### src/rtl/ball_motion_ctrl_if.sv
// ball_motion_ctrl_if: frame timing, collision flags and game flags into the
// ball controller, and the ball state back out to collision and draw logic.
// master = the surrounding game logic, slave = ball_motion_ctrl.
interface ball_motion_ctrl_if;
  logic              vsync;
  logic              start;
  logic              h_collision;
  logic              v_collision;
  logic              win;
  logic              lose;
  logic [9:0]        paddle_x;
  logic [9:0]        ball_x;
  logic [9:0]        ball_y;
  logic signed [3:0] ball_dx;
  logic signed [3:0] ball_dy;
  logic              frame_upd;
  logic              serving;

  modport master (
    output vsync, start, h_collision, v_collision, win, lose, paddle_x,
    input  ball_x, ball_y, ball_dx, ball_dy, frame_upd, serving
  );

  modport slave (
    input  vsync, start, h_collision, v_collision, win, lose, paddle_x,
    output ball_x, ball_y, ball_dx, ball_dy, frame_upd, serving
  );
endinterface

### src/rtl/ball_motion_ctrl.sv
// ball_motion_ctrl: owns the breakout ball position and velocity.
// Collision flags are edge-detected during active video and latched as
// pending; all motion is committed once per frame at the vsync rising edge.
// Optional feature macro: BALL_PADDLE_ANGLE_EN (paddle offset sets |dx|).
module ball_motion_ctrl #(
  parameter int START_X      = 320,
  parameter int START_Y      = 400,
  parameter int BALL_R       = 5,
  parameter int LEFT_EDGE    = 0,
  parameter int RIGHT_EDGE   = 639,
  parameter int TOP_EDGE     = 0,
  parameter int BOTTOM_EDGE  = 479,
  parameter int SPEED        = 2,
  parameter int SERVE_FRAMES = 60
) (
  input logic               pxl_clk,
  input logic               reset,
  ball_motion_ctrl_if.slave bus
);

  typedef enum logic [1:0] {
    ST_IDLE  = 2'd0,
    ST_SERVE = 2'd1,
    ST_RUN   = 2'd2,
    ST_HALT  = 2'd3
  } state_t;

  localparam int CNT_W = (SERVE_FRAMES > 1) ? $clog2(SERVE_FRAMES) : 1;

  // Wall tests and clamps share these limits: centre +/- radius vs. edge.
  localparam logic signed [10:0] X_LO = 11'(LEFT_EDGE + BALL_R);
  localparam logic signed [10:0] X_HI = 11'(RIGHT_EDGE - BALL_R);
  localparam logic signed [10:0] Y_LO = 11'(TOP_EDGE + BALL_R);
  localparam logic signed [10:0] Y_HI = 11'(BOTTOM_EDGE - BALL_R);

  localparam logic [9:0]        START_X_C = 10'(START_X);
  localparam logic [9:0]        START_Y_C = 10'(START_Y);
  localparam logic signed [3:0] SPEED_C   = 4'(SPEED);
  localparam logic [CNT_W-1:0]  CNT_LAST  = CNT_W'(SERVE_FRAMES - 1);

  state_t            state_q, state_d;
  logic [9:0]        ball_x_q, ball_x_d;
  logic [9:0]        ball_y_q, ball_y_d;
  logic signed [3:0] ball_dx_q, ball_dx_d;
  logic signed [3:0] ball_dy_q, ball_dy_d;
  logic              frame_upd_q, frame_upd_d;
  logic              serving_q, serving_d;
  logic [CNT_W-1:0]  frame_cnt_q, frame_cnt_d;
  logic              vsync_q, vsync_d;
  logic              hcol_q, hcol_d;
  logic              vcol_q, vcol_d;
  logic              h_pend_q, h_pend_d;
  logic              v_pend_q, v_pend_d;

  logic              tick_s;
  logic              h_edge_s;
  logic              v_edge_s;
  logic signed [3:0] dx_flip_s, dy_flip_s, dx_sel_s;
  logic signed [3:0] dx_abs_s, dy_abs_s;
  logic signed [3:0] dx_new_s, dy_new_s;
  logic signed [10:0] x_s, y_s, nx_s, ny_s;

`ifdef BALL_PADDLE_ANGLE_EN
  logic signed [10:0] off_s, off_abs_s;
  logic signed [3:0]  mag_s;
`else
  logic unused_paddle_s;
  assign unused_paddle_s = ^bus.paddle_x;
`endif

  assign tick_s   = bus.vsync & ~vsync_q;
  assign h_edge_s = bus.h_collision & ~hcol_q;
  assign v_edge_s = bus.v_collision & ~vcol_q;

  // Collision reflection, wall reflection and raw next position for a RUN frame.
  always_comb begin
    x_s       = $signed({1'b0, ball_x_q});
    y_s       = $signed({1'b0, ball_y_q});
    dx_flip_s = h_pend_q ? -ball_dx_q : ball_dx_q;
    dy_flip_s = v_pend_q ? -ball_dy_q : ball_dy_q;
    dx_sel_s  = dx_flip_s;
`ifdef BALL_PADDLE_ANGLE_EN
    off_s     = x_s - $signed({1'b0, bus.paddle_x});
    off_abs_s = off_s[10] ? -off_s : off_s;
    if (off_abs_s < 11'sd8) begin
      mag_s = 4'sd1;
    end else if (off_abs_s < 11'sd24) begin
      mag_s = 4'sd2;
    end else begin
      mag_s = 4'sd3;
    end
    // Paddle hit near the bottom: offset from paddle centre steers the ball.
    if (v_pend_q && (ball_y_q >= 10'(BOTTOM_EDGE - 32))) begin
      if (off_s > 11'sd0) begin
        dx_sel_s = mag_s;
      end else if (off_s < 11'sd0) begin
        dx_sel_s = -mag_s;
      end else begin
        dx_sel_s = dx_flip_s[3] ? -mag_s : mag_s;
      end
    end else begin
      dx_sel_s = dx_flip_s;
    end
`endif
    dx_abs_s = dx_sel_s[3] ? -dx_sel_s : dx_sel_s;
    dy_abs_s = dy_flip_s[3] ? -dy_flip_s : dy_flip_s;

    // Walls win over collisions: sign always ends up pointing inward.
    if ((x_s <= X_LO) && (dx_sel_s < 4'sd0)) begin
      dx_new_s = dx_abs_s;
    end else if ((x_s >= X_HI) && (dx_sel_s > 4'sd0)) begin
      dx_new_s = -dx_abs_s;
    end else begin
      dx_new_s = dx_sel_s;
    end
    if ((y_s <= Y_LO) && (dy_flip_s < 4'sd0)) begin
      dy_new_s = dy_abs_s;
    end else begin
      dy_new_s = dy_flip_s;
    end

    nx_s = x_s + $signed({{7{dx_new_s[3]}}, dx_new_s});
    ny_s = y_s + $signed({{7{dy_new_s[3]}}, dy_new_s});
  end

  // Next-state logic: edge capture, pending flags, FSM and frame commit.
  always_comb begin
    state_d     = state_q;
    ball_x_d    = ball_x_q;
    ball_y_d    = ball_y_q;
    ball_dx_d   = ball_dx_q;
    ball_dy_d   = ball_dy_q;
    frame_cnt_d = frame_cnt_q;
    frame_upd_d = tick_s;
    vsync_d     = bus.vsync;
    hcol_d      = bus.h_collision;
    vcol_d      = bus.v_collision;

    // Pending flags collect hits during active video and drain on each tick.
    if (tick_s) begin
      h_pend_d = 1'b0;
      v_pend_d = 1'b0;
    end else begin
      h_pend_d = h_pend_q | (h_edge_s & ~bus.vsync);
      v_pend_d = v_pend_q | (v_edge_s & ~bus.vsync);
    end

    if (bus.start) begin
      state_d     = ST_SERVE;
      ball_x_d    = START_X_C;
      ball_y_d    = START_Y_C;
      ball_dx_d   = SPEED_C;
      ball_dy_d   = -SPEED_C;
      frame_cnt_d = '0;
      h_pend_d    = 1'b0;
      v_pend_d    = 1'b0;
    end else begin
      case (state_q)
        ST_IDLE: begin
          state_d = ST_IDLE;
        end
        ST_SERVE: begin
          if (tick_s) begin
            if (frame_cnt_q == CNT_LAST) begin
              state_d = ST_RUN;
            end else begin
              frame_cnt_d = frame_cnt_q + CNT_W'(1);
            end
          end else begin
            state_d = ST_SERVE;
          end
        end
        ST_RUN: begin
          if (bus.win || bus.lose) begin
            state_d = ST_HALT;
          end else if (tick_s) begin
            ball_dx_d = dx_new_s;
            ball_dy_d = dy_new_s;
            if (nx_s < X_LO) begin
              ball_x_d = X_LO[9:0];
            end else if (nx_s > X_HI) begin
              ball_x_d = X_HI[9:0];
            end else begin
              ball_x_d = nx_s[9:0];
            end
            if (ny_s < Y_LO) begin
              ball_y_d = Y_LO[9:0];
            end else if (ny_s > Y_HI) begin
              ball_y_d = Y_HI[9:0];
            end else begin
              ball_y_d = ny_s[9:0];
            end
          end else begin
            state_d = ST_RUN;
          end
        end
        ST_HALT: begin
          state_d = ST_HALT;
        end
        default: begin
          state_d = ST_IDLE;
        end
      endcase
    end

    serving_d = (state_d == ST_IDLE) || (state_d == ST_SERVE);
  end

  // State and output registers; reset parks the ball at the serve point in IDLE.
  always_ff @(posedge pxl_clk or posedge reset) begin
    if (reset) begin
      state_q     <= ST_IDLE;
      ball_x_q    <= START_X_C;
      ball_y_q    <= START_Y_C;
      ball_dx_q   <= 4'sd0;
      ball_dy_q   <= 4'sd0;
      frame_upd_q <= 1'b0;
      serving_q   <= 1'b1;
      frame_cnt_q <= '0;
      vsync_q     <= 1'b0;
      hcol_q      <= 1'b0;
      vcol_q      <= 1'b0;
      h_pend_q    <= 1'b0;
      v_pend_q    <= 1'b0;
    end else begin
      state_q     <= state_d;
      ball_x_q    <= ball_x_d;
      ball_y_q    <= ball_y_d;
      ball_dx_q   <= ball_dx_d;
      ball_dy_q   <= ball_dy_d;
      frame_upd_q <= frame_upd_d;
      serving_q   <= serving_d;
      frame_cnt_q <= frame_cnt_d;
      vsync_q     <= vsync_d;
      hcol_q      <= hcol_d;
      vcol_q      <= vcol_d;
      h_pend_q    <= h_pend_d;
      v_pend_q    <= v_pend_d;
    end
  end

  assign bus.ball_x    = ball_x_q;
  assign bus.ball_y    = ball_y_q;
  assign bus.ball_dx   = ball_dx_q;
  assign bus.ball_dy   = ball_dy_q;
  assign bus.frame_upd = frame_upd_q;
  assign bus.serving   = serving_q;

endmodule

### src/flat_wrapper.sv
// flat-port wrapper written by rule: the top's interface ports become plain ports
module ball_motion_ctrl_flat 
#(
  parameter int START_X      = 320,
  parameter int START_Y      = 400,
  parameter int BALL_R       = 5,
  parameter int LEFT_EDGE    = 0,
  parameter int RIGHT_EDGE   = 639,
  parameter int TOP_EDGE     = 0,
  parameter int BOTTOM_EDGE  = 479,
  parameter int SPEED        = 2,
  parameter int SERVE_FRAMES = 60
)
  (pxl_clk, reset, bus_vsync, bus_start, bus_h_collision, bus_v_collision, bus_win, bus_lose, bus_paddle_x, bus_ball_x, bus_ball_y, bus_ball_dx, bus_ball_dy, bus_frame_upd, bus_serving);
  ball_motion_ctrl_if bus_i ();
  input logic pxl_clk;
  input logic reset;
  input wire logic [$bits(bus_i.vsync)-1:0] bus_vsync;
  input wire logic [$bits(bus_i.start)-1:0] bus_start;
  input wire logic [$bits(bus_i.h_collision)-1:0] bus_h_collision;
  input wire logic [$bits(bus_i.v_collision)-1:0] bus_v_collision;
  input wire logic [$bits(bus_i.win)-1:0] bus_win;
  input wire logic [$bits(bus_i.lose)-1:0] bus_lose;
  input wire logic [$bits(bus_i.paddle_x)-1:0] bus_paddle_x;
  output wire logic [$bits(bus_i.ball_x)-1:0] bus_ball_x;
  output wire logic [$bits(bus_i.ball_y)-1:0] bus_ball_y;
  output wire logic [$bits(bus_i.ball_dx)-1:0] bus_ball_dx;
  output wire logic [$bits(bus_i.ball_dy)-1:0] bus_ball_dy;
  output wire logic [$bits(bus_i.frame_upd)-1:0] bus_frame_upd;
  output wire logic [$bits(bus_i.serving)-1:0] bus_serving;
  assign bus_i.vsync = bus_vsync;
  assign bus_i.start = bus_start;
  assign bus_i.h_collision = bus_h_collision;
  assign bus_i.v_collision = bus_v_collision;
  assign bus_i.win = bus_win;
  assign bus_i.lose = bus_lose;
  assign bus_i.paddle_x = bus_paddle_x;
  assign bus_ball_x = bus_i.ball_x;
  assign bus_ball_y = bus_i.ball_y;
  assign bus_ball_dx = bus_i.ball_dx;
  assign bus_ball_dy = bus_i.ball_dy;
  assign bus_frame_upd = bus_i.frame_upd;
  assign bus_serving = bus_i.serving;
  ball_motion_ctrl #(.START_X(START_X), .START_Y(START_Y), .BALL_R(BALL_R), .LEFT_EDGE(LEFT_EDGE), .RIGHT_EDGE(RIGHT_EDGE), .TOP_EDGE(TOP_EDGE), .BOTTOM_EDGE(BOTTOM_EDGE), .SPEED(SPEED), .SERVE_FRAMES(SERVE_FRAMES)) u_core (.pxl_clk(pxl_clk), .reset(reset), .bus(bus_i));
endmodule
### config.mk
export PLATFORM = sky130hd
export DESIGN_NAME = ball_motion_ctrl_flat
export DESIGN_NICKNAME = d
export VERILOG_FILES = /design/src/rtl/ball_motion_ctrl_if.sv /design/src/rtl/ball_motion_ctrl.sv /design/src/flat_wrapper.sv
export SDC_FILE = /design/constraint.sdc
export NUM_CORES = 1
export LEC_CHECK = 0
export ABC_AREA = 1
export BUFFER_PORTS_ARGS = -buffer_cell sky130_fd_sc_hd__buf_2
export CORE_ASPECT_RATIO = 0.7
export CORE_MARGIN = 1
export CORE_UTILIZATION = 50
export CTS_BUF_LIST = sky130_fd_sc_hd__clkbuf_16
export CTS_CLUSTER_DIAMETER = 100
export CTS_CLUSTER_SIZE = 16
export DETAILED_ROUTE_END_ITERATION = 6
export PLACE_DENSITY = 0.71
export REMOVE_ABC_BUFFERS = 1
export SYNTH_ARGS = -nofsm -noshare
export SYNTH_HDL_FRONTEND = slang
export SYNTH_SLANG_ARGS = --single-unit
### constraint.sdc
create_clock -name pxl_clk -period 7.6 [get_ports pxl_clk]
set_input_delay 0.38 -clock pxl_clk [delete_from_list [all_inputs] [get_ports pxl_clk]]
set_output_delay 0.38 -clock pxl_clk [all_outputs]
set_load 0.02 [all_outputs]
==> results of run 1 <==
==> logic make-up (layout without fill, tap and decap cells) <==
group	after synthesis	after routing	share of synthesized area [%]
and+or+nand+nor	265	265	36.8
buffers and inverters	88	129	10.5
AOI/OAI and AO/OA	52	52	9.19
DFF	41	41	31.6
adders and majority gates	28	28	10.7
xor gates and xnor gates	4	4	1.07
other	1	2	0.115
==> flip-flops by register name, summed over array words and instances, names as in the netlist <==
name / flops
u_core.bus.ball_x: 10
u_core.bus.ball_y: 10
u_core.frame_cnt_q: 6
u_core.bus.ball_dx: 3
u_core.bus.ball_dy: 3
u_core.state_q: 2
u_core.bus.frame_upd: 1
u_core.bus.serving: 1
u_core.h_pend_q: 1
u_core.hcol_q: 1
u_core.v_pend_q: 1
u_core.vcol_q: 1
u_core.vsync_q: 1
==> worst paths after layout <==
| check | slack [ns] | to | start |
|---|---|---|---|
| setup / recovery | 3.69 | u_core.bus.ball_x[3] | u_core.bus.ball_dx[1] |
| hold / removal | 0.21 | u_core.frame_cnt_q[2] | reset |
| setup reg to reg | 3.69 | u_core.bus.ball_x[3] | u_core.bus.ball_dx[1] |
| hold reg to reg | 0.46 | u_core.bus.frame_upd | u_core.vsync_q |
| max in group asynchronous | 7.02 | u_core.bus.ball_x[8] | reset |
| min in group pxl_clk | 0.22 | u_core.hcol_q | bus_h_collision |
==> power groups by stage <==
stage / clock, mW / combinational (mW) / sequential, mW
global placement: 0 / 0.0576 / 0.226
global route: 0.256 / 0.0681 / 0.222
detailed placement: 0 / 0.0586 / 0.226
finish: 0.240 / 0.0593 / 0.222
floorplan: 0 / 0.0432 / 0.226
CTS: 0.246 / 0.0589 / 0.222
==> cells in the mapped netlist, drive strengths merged (2+ instances only) <==
library cell and number:
dfstp 6, clkbuf 2, nand2 177, o21ai 18
a21oi 24, nor2 35, inv 84, nand3b 3
o22ai 4, nand3 36, ha 28, dfrtp 35
xor2 3, nand4 9, buf 2, nor3 4
==> final cells by class <==
class                           count  share of cell area (%)
Multi-Input combinational cell    351                    51.2
Sequential cell                    41                    27.9
Inverter                           84                    8.65
Timing Repair Buffer               37                    5.13
Clock buffer                        5                    3.38
Tap cell                           78                    2.63
Clock inverter                      3                    1.15
==> through the flow <==
step	setup slack [ns]	power [mW]	cells
after floorplan	4.24	0.269	476
after global placement	3.87	0.283	591
final	3.69	0.521	599
after global routing	3.32	0.546	599
after CTS	3.78	0.527	599
after detailed placement	3.80	0.284	591
==> worst min-delay path: cells and delay by family <==
kind | cells | cell delay (ns)
buffers and inverters | 3 | 0.56
==> cell usage in the layout (no fill, tap or decap), types with 3 or more instances in the layout <==
cell type,n
sky130_fd_sc_hd__nand2_1,169
sky130_fd_sc_hd__inv_1,77
sky130_fd_sc_hd__buf_2,35
sky130_fd_sc_hd__dfrtp_1,35
sky130_fd_sc_hd__nand3_1,31
sky130_fd_sc_hd__nor2_1,30
sky130_fd_sc_hd__ha_1,28
sky130_fd_sc_hd__a21oi_1,21
sky130_fd_sc_hd__o21ai_0,15
sky130_fd_sc_hd__nand4_1,9
sky130_fd_sc_hd__nand2_2,7
sky130_fd_sc_hd__inv_2,6
sky130_fd_sc_hd__dfstp_2,6
sky130_fd_sc_hd__clkbuf_16,5
sky130_fd_sc_hd__nand3_2,4
sky130_fd_sc_hd__nor2_4,4
sky130_fd_sc_hd__o22ai_1,4
sky130_fd_sc_hd__nand3b_1,3
sky130_fd_sc_hd__a21oi_2,3
sky130_fd_sc_hd__xor2_1,3
==> metal layers <==
metal  up-vias  track usage [%]  part of all wire (%)
met1      1378             38.0                    55
li1       1598                -                     -
met4         0             5.97                  0.84
met5         -                0                     0
met2        71             33.2                    39
met3         8             5.44                   5.2
==> results.md, run 1 <==
- Setup repair after global routing left no endpoint under its margin.
- The buffers plus inverters on the worst setup path is 4.
- The total count of hold-check failures in the final report was 0.
- Summing all multi-input logic gate instances after layout gives between 1500 and 2000 sq um.
- The largest incremental delay on the critical path is around 0.48 ns.
- The hold-fix buffer count after cts is 0.
- CTS placed an instance of sky130_fd_sc_hd__clkbuf_16 at the clock tree root.
- The vertical die dimension is between 60 and 70 um.
- For the worst setup path, the data arrival time is approximately 4.1 ns.
- The via count of the first global-routing pass came to between 2000 and 3000.
- The area of placed instances is roughly 3500 sq um.
- Setup violations remaining at the end of the flow were counted as 0.
- The clock buffer count from CTS is 5.
- The count of input and output buffers is 35.
- The share of Yosys cell area claimed by the top area cell type is between 20% and 30%.
- The average wire length per cell after detail routing is around 13 um.
- The internal power of the cells totals roughly 390 uW.
- The highest clock frequency the design can meet is approximately 0.26 GHz.
- Net switching is roughly a quarter of the power.
- Yosys printed 0 warnings.
- Using the TritonRoute via totals, the vias-per-cell ratio works out to just over 5.
- The library cell with the largest summed area after synthesis is sky130_fd_sc_hd__dfrtp_1.
- Summed over all nets, the half-perimeter wirelength after detailed placement is 5.83 mm.
- The chip width is ~99 um.
- After synthesis the netlist holds a flip-flop and latch count of between 40 and 50.
- Counting every sink on the clock net gives 41.
- After synthesis, the cell types taking the most area are sky130_fd_sc_hd__dfrtp_1 (27%), sky130_fd_sc_hd__nand2_1 (19%), sky130_fd_sc_hd__ha_1 (11%), sky130_fd_sc_hd__inv_1 (8.7%), sky130_fd_sc_hd__dfstp_2 (4.8%).
- The most prevalent standard cell on the critical path is sky130_fd_sc_hd__nand2_1.
- The number of DRC violations after detailed-routing iteration 0 is 160.
- The slowest stage of the critical path is the sky130_fd_sc_hd__dfrtp_1 cell.
- The proportion of synthesized chip area in sequential cells is roughly a third.
- The gate count of the mapped netlist is roughly 480.
- The post-synthesis area per instance is a little under 7 sq um.
- The final critical path takes up between 50 and 60% of the cycle.
- The count of nets left with antenna violations once routing finished came out at 0.
- The wire length of the first global-routing pass is between 10 and 15 mm.
- The critical path runs through a total of 24 cells.
- The total number of vias is between 3000 and 4000.
- The net count reported at finish is approximately 570.
- After floorplanning, the core was divided into 24 placement rows.
- For this design the total switching power over the nets is about 130 uW.
- In this run, distinct cell masters in the synthesized netlist total 38.
- The boundary pin count is between 40 and 50.
- The initial utilization of the core area, before any placement, comes to 52.1%.
- The share of async-settable or async-resettable flops after synthesis is between 90% and 100%.
- For this run, the total global-route usage over all layers was measured as between 20 and 25%.
- The sequential share of power is a little over two fifths.
- The H-tree generated during clock tree synthesis spans 2 levels.
- The worst-case IR drop observed on VDD is between 0.0001 and 0.00015 V.
- The floorplan step defined a core boundary enclosing 6280 sq um.
- The ratio of total power to cell area is about 140 nW/um^2.
- Of the total power, combinational logic draws 11.4%.
- The relative slew slack is around two thirds.
- Routability-driven placement finished with a final weighted congestion of a little under 0.9.
- The longest clock path from root to sink contains 2 buffers.
- The critical path is of the flip-flop to flip-flop type.
- After clock tree synthesis, the clock-pin slew on the worst setup and hold paths is 0.06 ns.
- The leakage power total is about 2.1 nW.
- Across all hold checks on the routed design, the worst slack comes to roughly 0.21 ns.
- The critical path endpoint category is a flip-flop.
- The final worst clock skew is between 0.003 and 0.004 ns.
- The cell count of the worst reg-to-reg path is 24.
- The synthesized netlist occupies a cell area of ~3300 sq um.
- The number of buffers inserted by post-CTS setup repair is 0.
- The clock network burns between 40% and 50% of the power.
- TritonCTS built the clock tree.
- The time the worst path needs with I/O delays and setup is about 3.9 ns.
- The residual overflow from global routing is 0.
- The signal on the critical path passes through inv_1 > ha_1 > nor2_1 > nand2_1 > nand2_2 > nand2_1 > xor2_1 > ha_1 > inv_1 > nand3_2 > nand2_2 > nand2_2 > inv_1 > ha_1 > a21oi_1 > nand2_1 > xnor2_1 > nand3_1 > nor2_1 > nand3_1 > nand3_2 > inv_2 > nand2_1 > nand2_1.
- Of all nets on the critical path, the largest fanout is 9.
- The share of final-layout standard cells stronger than drive strength 1 is 15.9%.
- The number of inserted filler cells in the final layout is 576.
- Setup total negative slack on the finished layout was measured at 0 ns.
- The initial antenna violation count is 0.
- For the worst setup path, the data required time is around 7.8 ns.
- The latest clock arrival within the worst-skew pair is between 0.2 and 0.3 ns.
- The worst setup path is launched from a flip-flop.
- The number of gates resized after CTS was 0.
- The wire length after detailed routing is around 7.5 mm.
- The number of enable flip-flop cells after synthesis is 0.
- The final cell utilization of the core is 59.0%.
- The predominant post-synthesis flop cell is sky130_fd_sc_hd__dfrtp_1.
- For the pin with the worst max-slew slack, the measured transition is 0.515 ns.
- 0 antenna diodes ended up in the layout.
- From synthesis to final layout, the design area changed by 13.4%.
- The area enclosed by the die boundary is around 6900 sq um.
- The post-route standard cell area excluding fillers is ~3700 sq um.
- Entering global routing, the biggest net connects 42 pins.
- The iteration count of the initial detailed-routing pass is 5.
- The post-route DRC violation count is 0.
- The path category of the worst min-delay check is primary input to async pin.
- The flip-flop and latch area is 1030 sq um.
- The family with the most delay on the worst path is simple AND/OR/NAND/NOR gates.
- The max-capacitance violation count is 0.
- The total count of max-transition violations in the final report is 0.
- The flow ran to the end, and the final reports show no timing, DRC or antenna violations.
No activity file was read; power rests on OpenSTA's default activity.
==> run 2, diff against run 1 <==
Settings changed: PLACE_DENSITY 0.71 to 0.74.
Clock period 7.6 ns to 3.2 ns, I/O delays scaled along.
==> run 2 against run 1 <==
Against the previous run: wire length increased by 50%; the flow now finishes with violations (hold timing, setup timing); combinational power increased to 3.8 times the previous value; cell area rose by 27%; cell count increased by 8.3%; largest cell class unchanged; maximum frequency up 16%; register-to-register slack worse by 3.9 ns.
==> results.md, run 2 (synthesis results as in run 1) <==
- The largest fanout of any net on the critical path is 5 (-4).
- The max-capacitance violation count is 0 (unchanged).
- The average wire length per cell after detail routing came to 17.4 um (+39%).
- The global-route total usage across every layer is 27.6% (+3.4 points).
- The setup violation total in the final timing report is 18 (+18).
- Setup repair after global routing could not meet its margin everywhere.
- The share of final-layout standard cells stronger than drive strength 1 is 44.0% (+28 points).
- The H-tree depth is 2 (unchanged).
- The largest incremental delay on the critical path is 0.40 ns (-0.08 ns).
- The library cell used most frequently in the layout, excluding fill and tap cells, is sky130_fd_sc_hd__nand2_1.
- The critical path is of the flip-flop to flip-flop type.
- The number of DRC violations after detailed-routing iteration 0 is 383 (+140%).
- The residual overflow from global routing is 0 (unchanged).
- TritonCTS built the clock tree.
- The net count reported at finish was 616 (+8.8%).
- Clock tree synthesis selected as its root buffer the cell sky130_fd_sc_hd__clkbuf_16.
- The total count of hold-check failures in the final report is 18 (+18).
- The source of the worst register-to-register timing path is u_core.bus.ball_dx[1].
- The number of clock sinks is 41 (unchanged).
- The count of input and output buffers is 35 (unchanged).
- The final worst clock skew came to 0.00456 ns (+0.00120 ns).
- The met3 wirelength from detailed routing is 1.10 mm (+180%).
- The worst setup slack after layout is -0.177 ns (-3.87 ns).
- The post-detailed-route count of antenna-violating nets is 0 (unchanged).
- The cell with the largest stage delay on the worst path is sky130_fd_sc_hd__dfrtp_1.
- The hold-fix buffer count after cts was 0 (unchanged).
- STA classifies the critical path endpoint as a flip-flop.
- The post-route DRC violation count was 0 (unchanged).
- The most numerous cell type found on the critical path is sky130_fd_sc_hd__nand2_2.
- The area enclosed by the die boundary is 6870 sq um (unchanged).
- The total routed wire length on the met1 layer is 4.64 mm (+12%).
- The number of diodes is 0 (unchanged).
- The leakage power total is 2.39 nW (+13%).
- The slew at the pin closest to its max-slew limit was 0.774 ns (+0.259 ns).
- The latest clock arrival within the worst-skew pair is 0.29 ns (about the same).
- The total number of vias is 3750 (+23%).
- The checks that failed: hold timing, setup timing.
- Among cell families on the critical path, the largest total delay comes from simple AND/OR/NAND/NOR gates.
- The area occupied by multi-input gates is 2510 sq um (+32%).
- The initial cell density of the core was 52.1% (unchanged).
- The iteration count of the initial detailed-routing pass came to 5 (unchanged).
- The total instance count after detailed placement is 627 (+6.1%).
- The ratio of total power to cell area is 284 nW/um^2 (+100%).
- The worst ir drop on vdd is 0.000206 V (+71%).
- The final hold slack is -0.00603 ns (-0.218 ns).
- The half-perimeter wire length after placement was 6.52 mm (+12%).
- The time the worst path needs with I/O delays and setup is 3.38 ns (-0.530 ns).
- The data arrival at the endpoint of the critical path is 3.58 ns (-0.50 ns).
- The clock buffer count from CTS is 5 (unchanged).
- Tracing the worst setup path back leads to its startpoint at u_core.bus.ball_dx[1].
- The flow ran to the end, but the final reports show violations.
- The flip-flop and latch area came to 1030 sq um (unchanged).
- The detailed route wirelength on metal2 is 5.16 mm (+77%).
- The maximum buffer depth of the clock tree was 2 (unchanged).
- The total count of max-transition violations in the final report is 0 (unchanged).
- The average vias per placed instance is 5.78 (+13%).
- The worst setup path is launched from a flip-flop.
- The number of inserted filler cells in the final layout was 407 (-29%).
- The period utilization came to 106% (+54 points).
- The vertical die dimension was 69.6 um (unchanged).
- The weighted congestion reported at the end of routability-driven placement is 0.882 (+0.65%).
- The initial antenna violation count is 0 (unchanged).
- The number of placement rows is 24 (unchanged).
- The highest clock frequency the design can meet is 0.296 GHz (+16%).
- The highest metal layer used by the detailed router is met4.
- The largest net degree at the start of global routing is 23 (-45%).
- In the layout the commonest cells are sky130_fd_sc_hd__nand2_1 (117), sky130_fd_sc_hd__inv_1 (59), sky130_fd_sc_hd__nand2_2 (53).
- The boundary pin count is 48 (unchanged).
- The wire length after detailed routing is 11.3 mm (+50%).
- The required time at the endpoint of the critical path is 3.40 ns (-4.38 ns).
- The floorplan core area is 6280 sq um (unchanged).
- From synthesis to final layout, the design area changed by 44.2%.
- The path category of the worst min-delay check is primary input to async pin.
- The relative slew slack was 48.2% (-17 points).
- The via count of the first global-routing pass is 3228 (+17%).
- The buffers plus inverters on the worst setup path was 6 (+2).
- The filler-free cell count of the finished design came to 649 (+8.3%).
- The chip width is 98.6 um (unchanged).
- The clock transition at the registers of the reported paths is 0.06 ns (about the same).
- The post-route total power is 1.34 mW (+160%).
- The wire length of the first global-routing pass was 15.1 mm (+15%).
## run 2: cell count changes in the layout (fill, tap and decap cells not counted), moves of 18 or more
cell	before	now
sky130_fd_sc_hd__nand2_1	169	117
sky130_fd_sc_hd__ha_4	0	18
sky130_fd_sc_hd__buf_4	2	49
sky130_fd_sc_hd__ha_1	28	10
sky130_fd_sc_hd__nand2_2	7	53
sky130_fd_sc_hd__inv_1	77	59
## run 2: path summary, 6_finish.rpt
path / slack [ns] / to / cells after the start
worst max-delay path: -0.18 / u_core.bus.ball_x[2] / 27
worst min-delay path: -0.006 / u_core.v_pend_q / 2
worst max register to register: -0.18 / u_core.bus.ball_x[2] / 27
worst min register to register: 0.46 / u_core.bus.frame_upd / 1
max in group asynchronous: 2.37 / u_core.bus.ball_x[8] / 3
min in group pxl_clk: 0 / u_core.vcol_q / 1
## run 2: area by class of cell
class	count	share of cell area, %
Tap cell	78	2.07
Clock inverter	3	0.903
Clock buffer	5	2.65
Inverter	84	7.17
Sequential cell	41	21.9
Multi-Input combinational cell	352	53.3
Timing Repair Buffer	86	12.0
## run 2: timing repair
| action | CTS | global route |
|---|---|---|
| gates cloned | 1 | 0 |
| pin swaps | 11 | 68 |
| resized for setup | 32 | 125 |
| buffers inserted | 3 | 11 |
| setup endpoints to repair | 18 | 19 |
## run 2: power by group
part           switching (mW)  total (mW)  internal (mW)
Sequential            0.00354       0.527          0.524
Combinational           0.142       0.226         0.0844
Clock                   0.216       0.583          0.367
Total                   0.362        1.34          0.975
## run 2: metal layers
metal / track usage (%) / vias to the layer above
met5: 0 / -
met1: 40.6 / 1749
met4: 6.30 / 0
met3: 4.44 / 57
met2: 42.6 / 251
li1: - / 1693
## run 2: metrics by stage
step	area [sq um]	utilization (%)	setup TNS (ns)	worst slack (ns)
final	4710	75.1	-1.60	-0.177
after global routing	4710	75.1	-3.84	-0.301
after CTS	4170	66.5	0	0.00509
after detailed placement	3810	60.7	-2.43	-0.282
after global placement	3810	60.7	-0.733	-0.109
after floorplan	3250	-	-1.31	-0.156
